<file path="config.mk">
export PLATFORM = sky130hd
export DESIGN_NAME = lag_scan_sequencer
export DESIGN_NICKNAME = d
export VERILOG_FILES = /design/src/rtl/lag_scan_sequencer.sv
export SDC_FILE = /design/constraint.sdc
export NUM_CORES = 1
export LEC_CHECK = 0
export ABC_AREA = 1
export CORE_ASPECT_RATIO = 1.5
export CORE_MARGIN = 3
export CORE_UTILIZATION = 57
export DETAILED_ROUTE_END_ITERATION = 10
export PLACE_DENSITY = 0.93
export SLEW_MARGIN = 20
export SYNTH_ARGS = -nofsm -noshare
export SYNTH_HDL_FRONTEND = slang
export SYNTH_SLANG_ARGS = --single-unit
export TNS_END_PERCENT = 5
</file>
<file path="constraint.sdc">
create_clock -name pllclk -period 3.84 [get_ports pllclk]
set_clock_uncertainty 0.05 [all_clocks]
set_input_delay 0.576 -clock pllclk [delete_from_list [all_inputs] [get_ports pllclk]]
set_output_delay 0.576 -clock pllclk [all_outputs]
set_load 0.01 [all_outputs]
</file>
<file path="src/rtl/lag_scan_sequencer.sv">
// lag_scan_sequencer: deterministic, abortable delay-lag scan scheduler for one correlator channel.
//
// The lag steps from scan_start by scan_inc towards scan_start + scan_len (saturated to all-ones).
// Every lag point runs three phases in order: settle, integrate, then a capture handshake.
//
// Ports:
//   pllclk        sole clock, rising edge
//   reset_n       asynchronous active-low reset
//   start         one-cycle scan request; honoured only in IDLE
//   abort         ends the scan at once; ignored in IDLE
//   repeat_scan   continuous-scan request (only with LAG_SCAN_REPEAT_EN)
//   scan_start    first lag value (latched on start)
//   scan_len      scan span (latched on start)
//   scan_inc      lag step (latched on start)
//   integ_cycles  integration length per point in pllclk cycles; 0 acts as 1
//   capture_ack   TX path accepted the capture
//   lag_out       current lag value
//   integrate     high while integrating
//   capture_req   capture request for the current point
//   busy          high in any state other than IDLE
//   done          one-cycle pulse when a scan completes
//   aborted       one-cycle pulse when a scan is aborted
//   step_count    number of points completed in the current scan
//
// Build option: define LAG_SCAN_REPEAT_EN to restart the scan from scan_start when it reaches
// the end with repeat_scan=1. Without the macro, repeat_scan is unused.
module lag_scan_sequencer #(
  parameter int unsigned LAG_WIDTH     = 20,
  parameter int unsigned INC_WIDTH     = 12,
  parameter int unsigned INTEG_WIDTH   = 32,
  parameter int unsigned SETTLE_CYCLES = 4,
  parameter int unsigned STEP_WIDTH    = 16
) (
  input  logic                   pllclk,
  input  logic                   reset_n,
  input  logic                   start,
  input  logic                   abort,
  input  logic                   repeat_scan,
  input  logic [LAG_WIDTH-1:0]   scan_start,
  input  logic [LAG_WIDTH-1:0]   scan_len,
  input  logic [INC_WIDTH-1:0]   scan_inc,
  input  logic [INTEG_WIDTH-1:0] integ_cycles,
  input  logic                   capture_ack,
  output logic [LAG_WIDTH-1:0]   lag_out,
  output logic                   integrate,
  output logic                   capture_req,
  output logic                   busy,
  output logic                   done,
  output logic                   aborted,
  output logic [STEP_WIDTH-1:0]  step_count
);

  localparam logic [INTEG_WIDTH-1:0] SettleLast = INTEG_WIDTH'(SETTLE_CYCLES - 1);

  typedef enum logic [2:0] {StIdle, StSettle, StIntegrate, StCapture, StStep, StDone} state_e;

  state_e                 state;
  logic [LAG_WIDTH-1:0]   start_lag;
  logic [LAG_WIDTH-1:0]   end_lag;
  logic [INC_WIDTH-1:0]   inc_lat;
  logic [INTEG_WIDTH-1:0] integ_last;
  logic [INTEG_WIDTH-1:0] cnt;

  logic [LAG_WIDTH:0]     end_sum;
  logic [LAG_WIDTH-1:0]   end_cfg;
  logic [LAG_WIDTH:0]     next_sum;
  logic                   scan_last;

  // The extra top bit catches overflow so the end point saturates instead of wrapping.
  assign end_sum  = {1'b0, scan_start} + {1'b0, scan_len};
  assign end_cfg  = end_sum[LAG_WIDTH] ? '1 : end_sum[LAG_WIDTH-1:0];
  assign next_sum = {1'b0, lag_out} + {{(LAG_WIDTH + 1 - INC_WIDTH){1'b0}}, inc_lat};
  // A carried sum always exceeds end_lag, so this compare also covers overflow.
  assign scan_last = (inc_lat == '0) || (next_sum >= {1'b0, end_lag});

`ifndef LAG_SCAN_REPEAT_EN
  logic unused_repeat;
  assign unused_repeat = repeat_scan;
`endif

  always_ff @(posedge pllclk or negedge reset_n) begin
    if (!reset_n) begin
      state       <= StIdle;
      lag_out     <= '0;
      integrate   <= 1'b0;
      capture_req <= 1'b0;
      busy        <= 1'b0;
      done        <= 1'b0;
      aborted     <= 1'b0;
      step_count  <= '0;
      start_lag   <= '0;
      end_lag     <= '0;
      inc_lat     <= '0;
      integ_last  <= '0;
      cnt         <= '0;
    end else begin
      done    <= 1'b0;
      aborted <= 1'b0;
      if (abort && (state != StIdle)) begin
        // Abort outranks everything, including a coincident capture_ack.
        state       <= StIdle;
        integrate   <= 1'b0;
        capture_req <= 1'b0;
        busy        <= 1'b0;
        aborted     <= 1'b1;
        cnt         <= '0;
      end else begin
        unique case (state)
          StIdle: begin
            if (start) begin
              start_lag  <= scan_start;
              end_lag    <= end_cfg;
              inc_lat    <= scan_inc;
              integ_last <= (integ_cycles == '0) ? '0 : integ_cycles - 1'b1;
              lag_out    <= scan_start;
              step_count <= '0;
              cnt        <= '0;
              busy       <= 1'b1;
              state      <= StSettle;
            end
          end
          StSettle: begin
            if (cnt == SettleLast) begin
              cnt       <= '0;
              integrate <= 1'b1;
              state     <= StIntegrate;
            end else begin
              cnt <= cnt + 1'b1;
            end
          end
          StIntegrate: begin
            if (cnt == integ_last) begin
              cnt         <= '0;
              integrate   <= 1'b0;
              capture_req <= 1'b1;
              state       <= StCapture;
            end else begin
              cnt <= cnt + 1'b1;
            end
          end
          StCapture: begin
            if (capture_ack) begin
              capture_req <= 1'b0;
              step_count  <= step_count + 1'b1;
              state       <= StStep;
            end
          end
          StStep: begin
            if (scan_last) begin
              done <= 1'b1;
`ifdef LAG_SCAN_REPEAT_EN
              if (repeat_scan) begin
                lag_out    <= start_lag;
                step_count <= '0;
                state      <= StSettle;
              end else begin
                state <= StDone;
              end
`else
              state <= StDone;
`endif
            end else begin
              lag_out <= next_sum[LAG_WIDTH-1:0];
              state   <= StSettle;
            end
          end
          StDone: begin
            busy  <= 1'b0;
            state <= StIdle;
          end
          default: state <= StIdle;
        endcase
      end
    end
  end

endmodule

</file>
# Word-level counts from Yosys, hierarchy flattened
# Index checks and enable logic that the tools add are counted.
dict set report totals {
  reg_bits 140
  output_inout_bits 41
  word_cells 88
}
dict set report op_classes {
  addsub 5
  magnitude_cmp 1
  n_eq_ne 14
  n_mux 35
  n_bitwise 1
  reduce_logical 20
}
# operator n
set op_table {}
lappend op_table {{32-bit two-way mux} 5}
lappend op_table {{32-bit case mux with 3 select lines} 1}
lappend op_table {{20-bit two-way mux} 3}
lappend op_table {{20-bit case mux with 2 select lines} 1}
lappend op_table {{32-bit by 1-bit adder with 32-bit output, second input constant} 1}
lappend op_table {{32-bit by 2-bit == test with 1-bit output, second input constant} 1}
lappend op_table {{32-bit == test} 1}
lappend op_table {{32-bit zero test} 1}
lappend op_table {{16-bit two-way mux} 2}
lappend op_table {{16-bit case mux with 2 select lines} 1}
lappend op_table {{32-bit by 1-bit subtractor with 32-bit output, second input constant} 1}
lappend op_table {{20-bit by 12-bit adder with 21-bit output} 1}
lappend op_table {{20-bit by 20-bit adder with 21-bit output} 1}
lappend op_table {{21-bit by 20-bit greater-or-equal comparator with 1-bit output} 1}
lappend op_table {{3-bit two-way mux} 6}
lappend op_table {{16-bit by 1-bit adder with 16-bit output, second input constant} 1}
lappend op_table {{3-bit case mux with 5 select lines} 1}
lappend op_table {{12-bit zero test} 1}
lappend op_table {{1-bit two-way mux} 12}
lappend op_table {{3-bit != test, second input constant} 4}
lappend op_table {{4-bit AND reduction} 3}
lappend op_table {{3-bit nonzero test} 4}
lappend op_table {{3-bit AND reduction} 3}
lappend op_table {{3-bit by 2-bit == test with 1-bit output, second input constant} 2}
lappend op_table {{other kinds (11)} 18}

# Logic depth before layout (Yosys ltp)
dict set report depth {
  word_depth 6
  ltp_mapped 28
  mapped_depth_nobuf 27
}

# Worst setup path before layout
# No wires, ideal clock.
dict set report synth_path {
  path_type {flip-flop to flip-flop}
  start {reg lag_out[0]}
  end {reg lag_out[0]}
  setup_time_ps 66
  arrival_ps 3267
  t_required_ps 3724
  slack_ps 456
  path_stages_with_launch 25
  n_path_buf 1
  synth_period_minus_slack_ps 3384
  path_cell_list {dfrtp_1 ha_1 fa_1 nand3_1 nand3_1 a21boi_0 o21ai_0 xor2_1 ha_1 nand2_1 inv_1 nand2_1 nand2_1 a21oi_1 nand2_1 nand2_1 nand2_1 nand2_1 nand2_1 nand2_1 nand3_1 nand2_1 clkbuf_1 nand3_1 nand2_1}
}
dict set report synth_via {
  elab_chain_len 5
}
# item line_no
set synth_lines {}
lappend synth_lines {{start, declared} 44} ;# output logic [LAG_WIDTH-1:0] lag_out,
lappend synth_lines {{start signal, assigned} 115} ;# lag_out <= scan_start;
lappend synth_lines {{start signal, assigned} 163} ;# lag_out <= next_sum[LAG_WIDTH-1:0];
lappend synth_lines {{20-bit by 12-bit adder with 21-bit output *} 72} ;# assign next_sum = {1'b0, lag_out} + {{(LAG_WIDTH + 1 - INC_WIDTH){1'b0}}, inc_lat};
lappend synth_lines {{21-bit by 20-bit greater-or-equal comparator with 1-bit output} 74} ;# assign scan_last = (inc_lat == '0) || (next_sum >= {1'b0, end_lag});
lappend synth_lines {{1-bit logical OR} 74}
lappend synth_lines {{2-bit != test (no line)} -}
lappend synth_lines {{4-bit AND reduction (no line)} -}
# Mark *: on every way between the ends. The rest lies on a longest branch, timed or not. The select of a mux whose other input is x is not followed.
# A chain may end at the register's enable or synchronous reset.

# Final worst setup path
dict set report layout_path {
  start {reg lag_out[0]}
  end {reg lag_out[15]}
}
# The elaborated chain is that of the path after synthesis.

==> metrics <==
result of the run complete, but fails checks; violated checks setup timing; number of register bits inferred by synthesis 140; Initial Util 58.3%; Mapped Nets approximately 1.5k; number of standard cells in the layout, taps in and fillers out roughly 1.7k; Die W between 100 and 150 microns; post-detail-place hpwl 21600 microns; Worst path top cell family by delay simple AND/OR/NAND/NOR gates; Layout fillers ~1.2k; Crit path required time 4.10 ns; area of the core 0.0169 sq mm; element type at the critical path start flip-flop; initial drt markers between 900 and 1k; final period demand of the worst path about 4 ns; routed via count 10.4k; number of enable flip-flop cells after synthesis 0; total gr overflow 0; cell area after layout approximately 0.012 sq mm; post-synth top area cell sky130_fd_sc_hd__dfrtp_1; endpoints failing hold 0; Lkg Pwr slightly below 0.006 uW; count of input and output buffers roughly 130; count of mapped cells out of synthesis between 1k and 1.5k; Placed Area 0.0114 sq mm; Via density around 6.0; Max-Slew Margin vs Limit a little over two fifths; portion of the clock cycle consumed by the worst path in the final layout 101%; clock net sink count between 100 and 150; placement row count 58; die outline area 0.0190 sq mm; Critical-path top delay cell sky130_fd_sc_hd__dfrtp_1; Crit path buffers/inverters 2; Worst-path clk slew ~0.06 ns; crit-path max FO 5; DRC 0; via count of the first global-routing pass slightly above 10k; largest net degree at the start of global routing 87; dominant cells by area after synthesis sky130_fd_sc_hd__dfrtp_1, sky130_fd_sc_hd__nand2_1, sky130_fd_sc_hd__ha_1, sky130_fd_sc_hd__inv_1, sky130_fd_sc_hd__xor2_1; Worst Hold Class in2async; Inserted Diodes 0; worst-skew pair later-pin latency around 0.44 ns; type of the worst setup path reg2reg; CTS buffer count 17; Area Overhead vs Synth 24.5%; cell total after placement ~1.7k; number of max-slew violations in the final report 0; number of top-level design ports approximately 130; post-synthesis instance area between 0.009 and 0.01 sq mm; number of maximum-capacitance constraint violations 0; pin slew with the least headroom to its limit ~0.86 ns; count of nets after finishing 1657; commonest register cell after synthesis sky130_fd_sc_hd__dfrtp_1; global router's overall resource usage 31.0%; worst setup slack after layout -0.0519 ns; Antenna Violating Nets Remaining 0; wire length of the first global-routing pass 47200 microns; aggregate routed wire length approximately 30000 microns; Most common cell on crit path sky130_fd_sc_hd__nand2_1; register area share after synthesis a little over a third; final setup vio count 17; count of TritonRoute iterations in the first routing pass 6; area fraction of the dominant cell type after synthesis between 30 and 40%; initial antenna violation count 0; Die H roughly 170 microns; number of buffers inserted for hold repair after clock tree synthesis 0; CTS tree yes; fmax ~0.26 GHz; number of library cell types mapped by synthesis 47; Power Density 711 mW/mm^2; routed wire length per instance around 18 microns; CP Capture Type flip-flop; clock tree buffer depth 2; worst ir drop on vdd ~700 uV; Avg Synthesized Cell Area between 7 and 8 sq um; layout cell share with drive strength beyond 1 7.03%; count of H-tree levels built during CTS 4; synth warn 0; GP Congestion a little under 1; CP Data Arrival Time slightly above 4 ns; root cell of the clock tree sky130_fd_sc_hd__clkbuf_16; share of flip-flops with an asynchronous set or reset after synthesis 100%; Worst path max stage delay about 0.41 ns
synthesized netlist by cell type (all sizes together) (2+ instances only):
cell type  number
nand2         370
nor3b           3
xor2           53
nand4          41
nand3b          4
buf            10
and2            5
inv           163
a21boi          2
ha             55
o31ai           4
a22oi          12
clkbuf         18
xnor2          28
a2bb2oi         2
nor4           20
nand3          88
fa              2
o21ai          67
o22ai          17
or2             2
nor2          119
a31oi           5
nor3           53
a21oi          69
o21bai          3
dfrtp         140
o21a            6
state kept, by name, summed over array words and instances (netlist names):
register / count
busy: 1
cnt: 32
integrate: 1
capture_req: 1
aborted: 1
state: 3
inc_lat: 12
step_count: 16
integ_last: 32
lag_out: 20
end_lag: 20
done: 1
logic make-up after synthesis:
family          Yosys count  share of synthesized area, %
xor+xnor                 81                          7.19
buf+inv                 191                          7.42
fa+ha+maj                57                          7.38
compound gates          191                          11.0
flops                   140                          35.5
simple gates            706                          31.5
per-layer routing:
metal	GRT usage (%)	vias up	routed length [microns]
li1	-	4830	-
met1	31.1	4817	10300
met2	57.5	547	15900
met3	4.70	202	1910
met4	20.9	0	2410
met5	0	-	0
worst paths after layout:
kind | startpoint | end | slack [ns] | cells after the start
max reg2reg | lag_out[0] | lag_out[15] | -0.05 | 26
min in group pllclk | end_lag[17] | end_lag[17] | 0.45 | 1
max in group asynchronous | reset_n | integ_last[15] | 2.81 | 2
min | reset_n | end_lag[10] | 0.14 | 1
min reg2reg | end_lag[17] | end_lag[17] | 0.45 | 1
max | lag_out[0] | lag_out[15] | -0.05 | 26
layout make-up:
cell class	instances	area [sq um]	area share, %
multi-input combinational	1035	5760	46.9
inverter	163	612	4.98
clock buffer	20	457	3.72
sequential	140	3500	28.5
clock inverter	12	188	1.53
tap	210	263	2.14
timing repair buffer	153	1500	12.2
where the power goes:
part	switching (uW)	internal (uW)	total [uW]
clock network	680	1130	1810
logic	2770	1790	4560
registers	414	1950	2360
worst register-to-register path: stages, from the launching register on:
cell                       delay, ns
sky130_fd_sc_hd__dfrtp_1        0.41
sky130_fd_sc_hd__ha_2           0.22
sky130_fd_sc_hd__fa_2           0.36
sky130_fd_sc_hd__nand3_1        0.13
sky130_fd_sc_hd__nand3_2        0.12
sky130_fd_sc_hd__a21boi_2       0.17
sky130_fd_sc_hd__buf_4          0.14
sky130_fd_sc_hd__o21ai_0        0.11
sky130_fd_sc_hd__xor2_1         0.29
sky130_fd_sc_hd__ha_1           0.30
sky130_fd_sc_hd__nand2_1        0.08
sky130_fd_sc_hd__nand2_1        0.05
sky130_fd_sc_hd__nand2_1        0.06
sky130_fd_sc_hd__nand2_1        0.06
sky130_fd_sc_hd__a21oi_2        0.14
sky130_fd_sc_hd__nand2_1        0.11
sky130_fd_sc_hd__nand2_2        0.09
sky130_fd_sc_hd__nand2_1        0.07
sky130_fd_sc_hd__nand2_1        0.09
sky130_fd_sc_hd__nand2_1        0.07
sky130_fd_sc_hd__nand2_1        0.06
sky130_fd_sc_hd__nand3_1        0.08
sky130_fd_sc_hd__nand2_2        0.13
sky130_fd_sc_hd__nand2_4        0.08
sky130_fd_sc_hd__buf_6          0.17
sky130_fd_sc_hd__nand2_1        0.07
sky130_fd_sc_hd__nand2_1        0.08
per-stage QoR:
stage / total power, uW / hold slack, ns / worst slack [ns] / setup TNS, ns / util (%)
after floorplan: 4890 / 0.230 / 0.456 / 0 / -
after global placement: 5990 / 0.428 / 0.196 / 0 / 67.5
after detailed placement: 6210 / 0.438 / 0.0702 / 0 / 67.5
after CTS: 8140 / 0.177 / 0.0393 / 0 / 71.5
after global routing: 9230 / 0.213 / -0.110 / -1.62 / 72.6
final: 8730 / 0.137 / -0.0519 / -0.306 / 72.6
placed cells by master (no fill, tap or decap), drive strengths merged, types with 3 or more instances in the layout:
| cell | count |
|---|---|
| xnor2 | 28 |
| buf | 25 |
| and2 | 5 |
| o21bai | 3 |
| bufinv | 4 |
| inv | 164 |
| nand4 | 41 |
| nor3b | 3 |
| o31ai | 4 |
| a22oi | 12 |
| nand2 | 370 |
| ha | 55 |
| a21oi | 69 |
| nor4 | 20 |
| o21a | 6 |
| xor2 | 53 |
| nand3 | 88 |
| nand3b | 4 |
| o21ai | 67 |
| clkinv | 5 |
| dfrtp | 140 |
| o22ai | 17 |
| clkdlybuf4s50 | 128 |
| nor2 | 119 |
| a31oi | 5 |
| nor3 | 53 |
| clkbuf | 20 |
repair_timing:
item	4_1_cts	5_1_grt
buffers inserted	2	8
resized for setup	4	28
pin swaps	3	6
cloned	0	1
endpoints found under the setup margin	20	22
No activity file was read; power rests on OpenSTA's default activity.
